[src/rtl/loop_gear_pkg.sv]
// Shared state encoding and widths for the loop gear-shift controller.
package loop_gear_pkg;
  localparam int ERR_W       = 12;
  localparam int MAG_W       = 11;
  localparam int MIN_WIN_EXP = 4;

  localparam logic [1:0] GEAR_ACQ  = 2'd0;
  localparam logic [1:0] GEAR_TRK1 = 2'd1;
  localparam logic [1:0] GEAR_TRK2 = 2'd2;
  localparam logic [1:0] GEAR_TRK3 = 2'd3;

  // State values equal the bandwidth divisor exponent they drive.
  typedef enum logic [1:0] {
    ACQ  = GEAR_ACQ,
    TRK1 = GEAR_TRK1,
    TRK2 = GEAR_TRK2,
    TRK3 = GEAR_TRK3
  } gear_state_t;
endpackage

[src/rtl/error_mag_avg.sv]
// Windowed average of |error|: saturating magnitude, accumulator, sample
// counter and a per-window latch of the window length exponent.
module error_mag_avg
  import loop_gear_pkg::*;
#(
  parameter int MAX_WIN_EXP = 15
) (
  input  logic             clk,
  input  logic             reset,
  input  logic             clk_en,
  input  logic [ERR_W-1:0] error,
  input  logic [3:0]       win_exp,
  input  logic             force_acq,
  output logic [MAG_W-1:0] avg_mag,
  output logic             win_done
);
  localparam int ACC_W = MAG_W + MAX_WIN_EXP;
  localparam logic [3:0] MIN_EXP4 = 4'(MIN_WIN_EXP);
  localparam logic [3:0] MAX_EXP4 = 4'(MAX_WIN_EXP);

  // -2048 has no positive twin in 12 bits, so it folds onto 2047.
  function automatic logic [MAG_W-1:0] sat_mag(input logic signed [ERR_W-1:0] e);
    logic signed [ERR_W-1:0] neg;
    if (e == {1'b1, {(ERR_W-1){1'b0}}}) return '1;
    if (e[ERR_W-1]) begin
      neg = -e;
      return neg[MAG_W-1:0];
    end
    return e[MAG_W-1:0];
  endfunction

  function automatic logic [3:0] clamp_exp(input logic [3:0] w);
    if (w < MIN_EXP4) return MIN_EXP4;
    if (w > MAX_EXP4) return MAX_EXP4;
    return w;
  endfunction

  logic signed [ERR_W-1:0]   err_s;
  logic [MAG_W-1:0]          mag;
  logic [ACC_W-1:0]          acc;
  logic [ACC_W-1:0]          sum;
  logic [MAX_WIN_EXP-1:0]    samp_cnt;
  logic [MAX_WIN_EXP-1:0]    last_cnt;
  logic [3:0]                win_exp_q;
  logic                      last;

  assign err_s = error;
  assign mag   = sat_mag(err_s);
  assign sum   = acc + ACC_W'(mag);

  always_comb begin
    last_cnt = '0;
    for (int i = 0; i < MAX_WIN_EXP; i++) last_cnt[i] = (i < int'(win_exp_q));
  end

  assign last = clk_en && (samp_cnt == last_cnt);

  // Window length is re-latched only when a new window begins.
  always_ff @(posedge clk) begin
    if (reset) begin
      acc       <= '0;
      samp_cnt  <= '0;
      avg_mag   <= '0;
      win_done  <= 1'b0;
      win_exp_q <= clamp_exp(win_exp);
    end else if (force_acq) begin
      acc       <= '0;
      samp_cnt  <= '0;
      win_done  <= 1'b0;
      win_exp_q <= clamp_exp(win_exp);
    end else begin
      win_done <= 1'b0;
      if (last) begin
        avg_mag   <= MAG_W'(sum >> win_exp_q);
        acc       <= '0;
        samp_cnt  <= '0;
        win_done  <= 1'b1;
        win_exp_q <= clamp_exp(win_exp);
      end else if (clk_en) begin
        acc      <= sum;
        samp_cnt <= samp_cnt + 1'b1;
      end
    end
  end
endmodule

[src/rtl/loop_gear_shift.sv]
// Acquisition/track gear-shift controller for the loop filters.
// Define GEAR_STEPDOWN_EN to drop one gear per loss event instead of straight to ACQ.
module loop_gear_shift
  import loop_gear_pkg::*;
#(
  parameter int MAX_WIN_EXP = 15
) (
  input  logic        clk,
  input  logic        reset,
  input  logic        clkEn,
  input  logic [11:0] error,
  input  logic [3:0]  winExp,
  input  logic [10:0] lockThresh,
  input  logic [3:0]  lockWins,
  input  logic [3:0]  lossWins,
  input  logic        forceAcq,
  output logic        track,
  output logic [1:0]  acqTrackControl,
  output logic        lockDetect,
  output logic [10:0] avgMag,
  output logic        winDone
);
  gear_state_t state, state_nxt;
  logic [3:0]  good_cnt, good_nxt;
  logic [3:0]  bad_cnt, bad_nxt;
  logic [3:0]  lock_n, loss_n;
  logic        good_win;

  error_mag_avg #(.MAX_WIN_EXP(MAX_WIN_EXP)) u_avg (
    .clk      (clk),
    .reset    (reset),
    .clk_en   (clkEn),
    .error    (error),
    .win_exp  (winExp),
    .force_acq(forceAcq),
    .avg_mag  (avgMag),
    .win_done (winDone)
  );

  assign lock_n   = (lockWins == 4'd0) ? 4'd1 : lockWins;
  assign loss_n   = (lossWins == 4'd0) ? 4'd1 : lossWins;
  assign good_win = avgMag < lockThresh;

  always_ff @(posedge clk) begin
    if (reset) begin
      state    <= ACQ;
      good_cnt <= '0;
      bad_cnt  <= '0;
    end else begin
      state    <= state_nxt;
      good_cnt <= good_nxt;
      bad_cnt  <= bad_nxt;
    end
  end

  // Evaluation runs the cycle after winDone; forceAcq takes priority.
  always_comb begin
    state_nxt = state;
    good_nxt  = good_cnt;
    bad_nxt   = bad_cnt;
    if (forceAcq) begin
      state_nxt = ACQ;
      good_nxt  = '0;
      bad_nxt   = '0;
    end else if (winDone) begin
      if (good_win) begin
        bad_nxt = '0;
        if (state == TRK3) begin
          good_nxt = (good_cnt >= lock_n) ? lock_n : good_cnt + 4'd1;
        end else if ({1'b0, good_cnt} + 5'd1 >= {1'b0, lock_n}) begin
          good_nxt = '0;
          case (state)
            ACQ:     state_nxt = TRK1;
            TRK1:    state_nxt = TRK2;
            default: state_nxt = TRK3;
          endcase
        end else begin
          good_nxt = good_cnt + 4'd1;
        end
      end else begin
        good_nxt = '0;
        if (state == ACQ) begin
          bad_nxt = '0;
        end else if ({1'b0, bad_cnt} + 5'd1 >= {1'b0, loss_n}) begin
          bad_nxt = '0;
`ifdef GEAR_STEPDOWN_EN
          case (state)
            TRK3:    state_nxt = TRK2;
            TRK2:    state_nxt = TRK1;
            default: state_nxt = ACQ;
          endcase
`else
          state_nxt = ACQ;
`endif
        end else begin
          bad_nxt = bad_cnt + 4'd1;
        end
      end
    end
  end

  assign acqTrackControl = state;
  assign track           = (state != ACQ);
  assign lockDetect      = (state != ACQ);
endmodule

[config.mk]
export PLATFORM = sky130hd
export DESIGN_NAME = loop_gear_shift
export DESIGN_NICKNAME = d
export VERILOG_FILES = /design/src/rtl/loop_gear_pkg.sv /design/src/rtl/error_mag_avg.sv /design/src/rtl/loop_gear_shift.sv
export SDC_FILE = /design/constraint.sdc
export NUM_CORES = 1
export LEC_CHECK = 0
export ABC_AREA = 1
export ABC_CLOCK_PERIOD_IN_PS = 10500
export BUFFER_PORTS_ARGS = -buffer_cell sky130_fd_sc_hd__buf_2
export CAP_MARGIN = 20
export CORE_MARGIN = 2
export CORE_UTILIZATION = 60
export CTS_CLUSTER_SIZE = 12
export DETAILED_ROUTE_END_ITERATION = 6
export PLACE_DENSITY = 0.85
export SETUP_SLACK_MARGIN = 0.3
export SLEW_MARGIN = 0
export SYNTH_ARGS = -nofsm -noshare
export SYNTH_HDL_FRONTEND = slang
export SYNTH_HIERARCHICAL = 1
export SYNTH_SLANG_ARGS = --single-unit
[constraint.sdc]
create_clock -name clk -period 10.5 [get_ports clk]
set_input_delay 1.575 -clock clk [delete_from_list [all_inputs] [get_ports clk]]
set_output_delay 1.575 -clock clk [all_outputs]
set_load 0.01 [all_outputs]
; After elaboration in Yosys (flattened, before gate mapping)
; Index checks and enable logic that the tools add are counted.
[totals]
regBits = 67
out_inout_bits = 16
input_bits = 39
word_cells = 107
[op_classes]
n_mux = 51
order_cmp = 21
shifts = 1
reduce_logical = 11
n_eq_ne = 7
bitwise_logic = 1
n_addsub = 7
[op_table]
columns = operator, count
row1 = $mux 4, 20
row2 = $mux 11, 4
row3 = $lt 4x4->1 const A, 7
row4 = $add 26x11->26, 1
row5 = $shr 26x4->11, 1
row6 = $mux 1, 21
row7 = $lt 3x4->1 const A, 4
row8 = $add 15x1->15 const B, 1
row9 = $eq 15x15->1, 1
row10 = $eq 12x12->1 const B, 1
row11 = $lt 11x11->1, 1
row12 = $neg 11->11, 1
row13 = $add 4x1->5 const B, 2
row14 = $ge 5x4->1, 2
row15 = $mux 2, 5
row16 = $add 4x1->4 const B, 2
row17 = $logic_not 4->1, 2
row18 = $lt 1x4->1 const A, 2
row19 = $lt 2x4->1 const A, 2
row20 = $reduce_and 5->1, 1
row21 = $ge 4x4->1, 1
row22 = $gt 4x4->1 const B, 1
row23 = $lt 4x3->1 const B, 1
row24 = $ne 2x2->1 const B, 2
row25 = other kinds (12), 13

; Logic depth before layout (Yosys ltp)
[depth]
depth_word = 15
depth_mapped = 27
depth_no_buf = 27

; Cells and area by module
; Netlist, hierarchy kept.
[modules_own_cells]
columns = module, area_each_um2, cells_per_inst, instances
row1 = error_mag_avg, 5311.3, 902, 1
row2 = loop_gear_shift, 1331.3, 205, 1

; Least setup slack after synthesis
; No wires, ideal clock.
[synth_timing]
path_kind = input port to flip-flop
start = in error[0]
end = reg u_avg.avg_mag[6]
arrival_time_ns = 4.303
path_buffers = 0
cell_stages = 23
path_slack_ns = 6.088
cell_sequence = inv_1 > ha_1 > inv_1 > nor3_1 > nor3b_1 > inv_1 > nor3_1 > nand2_1 > o211ai_1 > ha_1 > nand3_1 > nand3_1 > nand2_1 > nand2_1 > or2_2 > nand3_1 > nand3_1 > nand3_1 > nand2_1 > nor2_1 > nand3_1 > nand2_1 > inv_1
[synth_between]
elab_chain_cells = 6
[synth_lines]
columns = element, line
row1 = "start, declared", loop_gear_shift.sv:11  ; input logic [11:0] error,
row2 = $neg 11->11, error_mag_avg.sv:26  ; neg = -e;
row3 = $mux 11, error_mag_avg.sv:25  ; if (e[ERR_W-1]) begin
row4 = $mux 11, error_mag_avg.sv:29  ; return e[MAG_W-1:0];
row5 = $mux 11 (*), error_mag_avg.sv:25
row6 = $add 26x11->26 (*), error_mag_avg.sv:49  ; assign sum = acc + ACC_W'(mag);
row7 = $shr 26x4->11 (*), error_mag_avg.sv:74  ; avg_mag <= MAG_W'(sum >> win_exp_q);
row8 = "end signal, assigned", error_mag_avg.sv:74
row9 = "end, declared", error_mag_avg.sv:14  ; output logic [MAG_W-1:0] avg_mag,
; Every way passes the cells marked *; elsewhere a longest branch is shown, timed or not.
; A chain may end at the register's enable or synchronous reset.

; Worst setup path in the final report
[layout_timing]
start = in error[0]
end = reg u_avg.avg_mag[2]
; The elaborated chain is that of the path after synthesis.

==> impl_metrics.py <==
metrics = {
    "run_status": {
        "outcome": "complete, but fails checks",
        "violations": "DRC",
    },
    "detailed_routing": {
        "ant_nets": 0,
        "viasPerCell": 5.62,
        "finalWirelength_um": 17700,
        "drt_iter0_drc": 563,
        "via_count": 7258,
        "route.detailed.drc": 12,
        "wl_per_cell_um": 13.7,
        "drtPass1Iterations": 7,
    },
    "pwr": {
        "p_leak_nw": 3.58,
        "powerDensity_mw_per_mm2": 94.3,
        "peakVddDrop_v": 0.0000941,
    },
    "place": {
        "preCtsSetupSlack_ps": 5320,
        "postPlaceCellArea_mm2": 0.00694,
        "globalplace.congestion": 0.998,
        "port_buffers": 54,
        "dpl.hpwl_um": 13700,
    },
    "sta": {
        "setup_slack_ps": 5590,
        "tightest_slew_ps": 1070,
        "slew_headroom_pct": 28.5,
        "min_period_ps": 4910,
        "tns_ps": 0,
        "finClkSkew_ps": 12.2,
        "grt_setup_unrepaired": "no",
        "final_max_slew_viol_count": 0,
        "hold_viol_final": 0,
        "finalSetupViolCount": 0,
        "post-route-period-util_pct": 46.8,
        "fmax_mhz": 204,
    },
    "logic_synthesis": {
        "ys_top_cells_by_count": "318 x nand2_1, 160 x inv_1, 159 x nand3_1",
        "async_reset_ff_share_pct": 0,
        "synth.most_common_cell": "nand2_1",
        "syn_inst": 1107,
        "yosysWarnings": 6,
        "yosysSeqAreaShare_pct": 20.8,
        "yosysUniqueCellTypes": 56,
        "synth_edf_count": 4,
        "synth_area_per_cell_um2": 6.00,
        "ys_seq_elements": 67,
        "ys.flop_type": "dfxtp_1",
        "syn_nets": 1185,
        "yosys-top-cells-area": "dfxtp_1 19%, nand2_1 18%, nand3_1 12%",
        "synthesis.area_mm2": 0.00664,
        "synth_top_area_share_pct": 19.0,
        "yosysTopAreaCell": "dfxtp_1",
    },
    "clocking": {
        "cts_root_buffer": "clkbuf_8",
        "cts_num_sinks": 67,
        "ctsResizeCount": 0,
        "htreeDepth": 3,
        "clk_transition_reported_paths_ps": 70,
        "clockBufferDepth": 2,
        "cts_tree": "done",
        "postCtsSetupBuffers": 0,
        "numCtsBuffers": 9,
        "insertion_delay_ps": 380,
        "hold_buffers": 0,
    },
    "setup_path": {
        "cp_cell_sequence": "buf_2 > inv_1 > ha_1 > inv_1 > nor3_1 > nor3b_1 > inv_1 > nor3_1 > nand2_1 > nand2_1 > ha_1 > fa_1 > nand3_1 > nand3_1 > nand2_1 > nand2_1 > nand2_1 > nand3_1 > nand3_1 > nand3_1 > o21ai_0 > nor2_1 > a21boi_2",
        "cp.required_ps": 10770,
        "slowest_stage": "fa_1",
        "critical_path_class": "in2reg",
        "crit_arrival_ps": 5180,
        "cp_slowest_stage_delay_ps": 300,
        "startpoint_type": "input port",
        "cp_max_fo": 10,
        "endpoint_kind": "register",
    },
    "die": {
        "dieWidth_um": 109,
        "coreArea_mm2": 0.0108,
        "ios": 55,
        "rows": 38,
        "die-area_mm2": 0.0119,
        "fp.dieH_um": 109,
        "start_util_pct": 61.3,
    },
    "job": {
        "cap_violations": 0,
    },
    "global_routing": {
        "track_usage_pct": 30.9,
        "grt-ovfl-total": 0,
        "grt_pass1_wl_um": 29200,
        "grt_pass1_vias": 6396,
        "antenna_found_initial": 0,
        "grt_max_degree": 41,
    },
    "finish": {
        "fill_cells": 1054,
        "area_delta_synth_final_pct": 7.35,
        "nets": 1225,
        "antenna_cells": 0,
        "drive_gt1_share_pct": 11.2,
        "finish.instance_area_mm2": 0.00713,
    },
    "hold_path": {
        "hold_class": "reg2reg",
    },
}
power breakdown:
part / switching [mW] / internal [mW] / leakage [nW]
clock: 0.107 / 0.106 / 0.0908
combinational: 0.124 / 0.0602 / 2.93
sequential: 0.0125 / 0.262 / 0.551
total: 0.243 / 0.429 / 3.58
metrics by stage:
stage	total power [mW]	hold WS, ps	cells	util, %
final	0.672	473	1292	65.8
after global routing	0.710	501	1292	65.8
after CTS	0.672	476	1292	65.8
after detailed placement	0.459	465	1276	64.0
after global placement	0.456	454	1276	64.0
after floorplan	0.418	443	1107	-
final cells by class:
type / instances / area [µm²] / area share (%)
sequential: 67 / 1380 / 19.4
tap: 140 / 175 / 2.46
clock buffer: 13 / 170 / 2.39
clock inverter: 3 / 20.0 / 0.281
multi-input combinational: 843 / 4440 / 62.3
inverter: 170 / 659 / 9.25
timing repair buffer: 56 / 285 / 4.00
final timing paths:
path / start / depth (start not counted) / slack (ps) / endpoint
max: error[0] / 23 / 5590 / u_avg/avg_mag[2]$_SDFFE_PP0P_
min: u_avg/acc[0]$_SDFFE_PP0P_ / 2 / 470 / u_avg/acc[0]$_SDFFE_PP0P_
max reg2reg: u_avg/win_exp_q[1]$_SDFFCE_PN0P_ / 14 / 6990 / u_avg/acc[9]$_SDFFE_PP0P_
min reg2reg: u_avg/acc[0]$_SDFFE_PP0P_ / 2 / 470 / u_avg/acc[0]$_SDFFE_PP0P_
cells in the final DEF (no fill, tap or decap), types with 3 or more instances in the layout:
cell and instances:
nand3_1 159, inv_2 5, nand3_2 4, or2_2 5, xnor2_1 5, nor3_1 16, and2_1 4, nor4_1 3
nand2_2 5, nor2_4 5, a31oi_1 9, nand4_1 18, inv_1 160, a21boi_2 4, dfxtp_1 63, o21ai_0 38
nand2_4 5, buf_2 54, nor2_2 8, ha_1 38, clkbuf_8 10, a211oi_1 7, nor2_1 95, nand3b_1 9
edfxtp_1 4, o211ai_1 4, a21oi_1 46, xor2_1 14, nand2_1 318
state kept, by name, indices dropped and copies added (netlist names):
name / count
u_avg/avg_mag: 11
good_cnt: 4
u_avg/win_done: 1
u_avg/win_exp_q: 4
u_avg/samp_cnt: 15
acqTrackControl: 2
bad_cnt: 4
u_avg/acc: 26
routing by layer:
| layer | wire length, µm | track usage [%] |
|---|---|---|
| met1 | 8100 | 42.5 |
| met2 | 7570 | 47.2 |
| met3 | 1490 | 5.26 |
| met4 | 533 | 14.2 |
| met5 | 0 | 0 |
kinds of logic (layout without fill, tap and decap cells):
logic type / after synthesis / after routing / synth area share [%]
flops: 67 / 67 / 20.8
compound gates: 121 / 121 / 10.9
xor+xnor: 21 / 21 / 3.00
buf+inv: 197 / 242 / 12.4
simple gates: 662 / 662 / 45.4
fa+ha+maj: 39 / 39 / 7.46
critical path, delay by kind of cell:
family / cells / cell delay, ps
AOI/OAI and AO/OA: 2 / 220
adders and majority gates: 3 / 680
buffers and inverters: 4 / 290
and+or+nand+nor: 14 / 2400
Power figures use the tool's default switching activity.
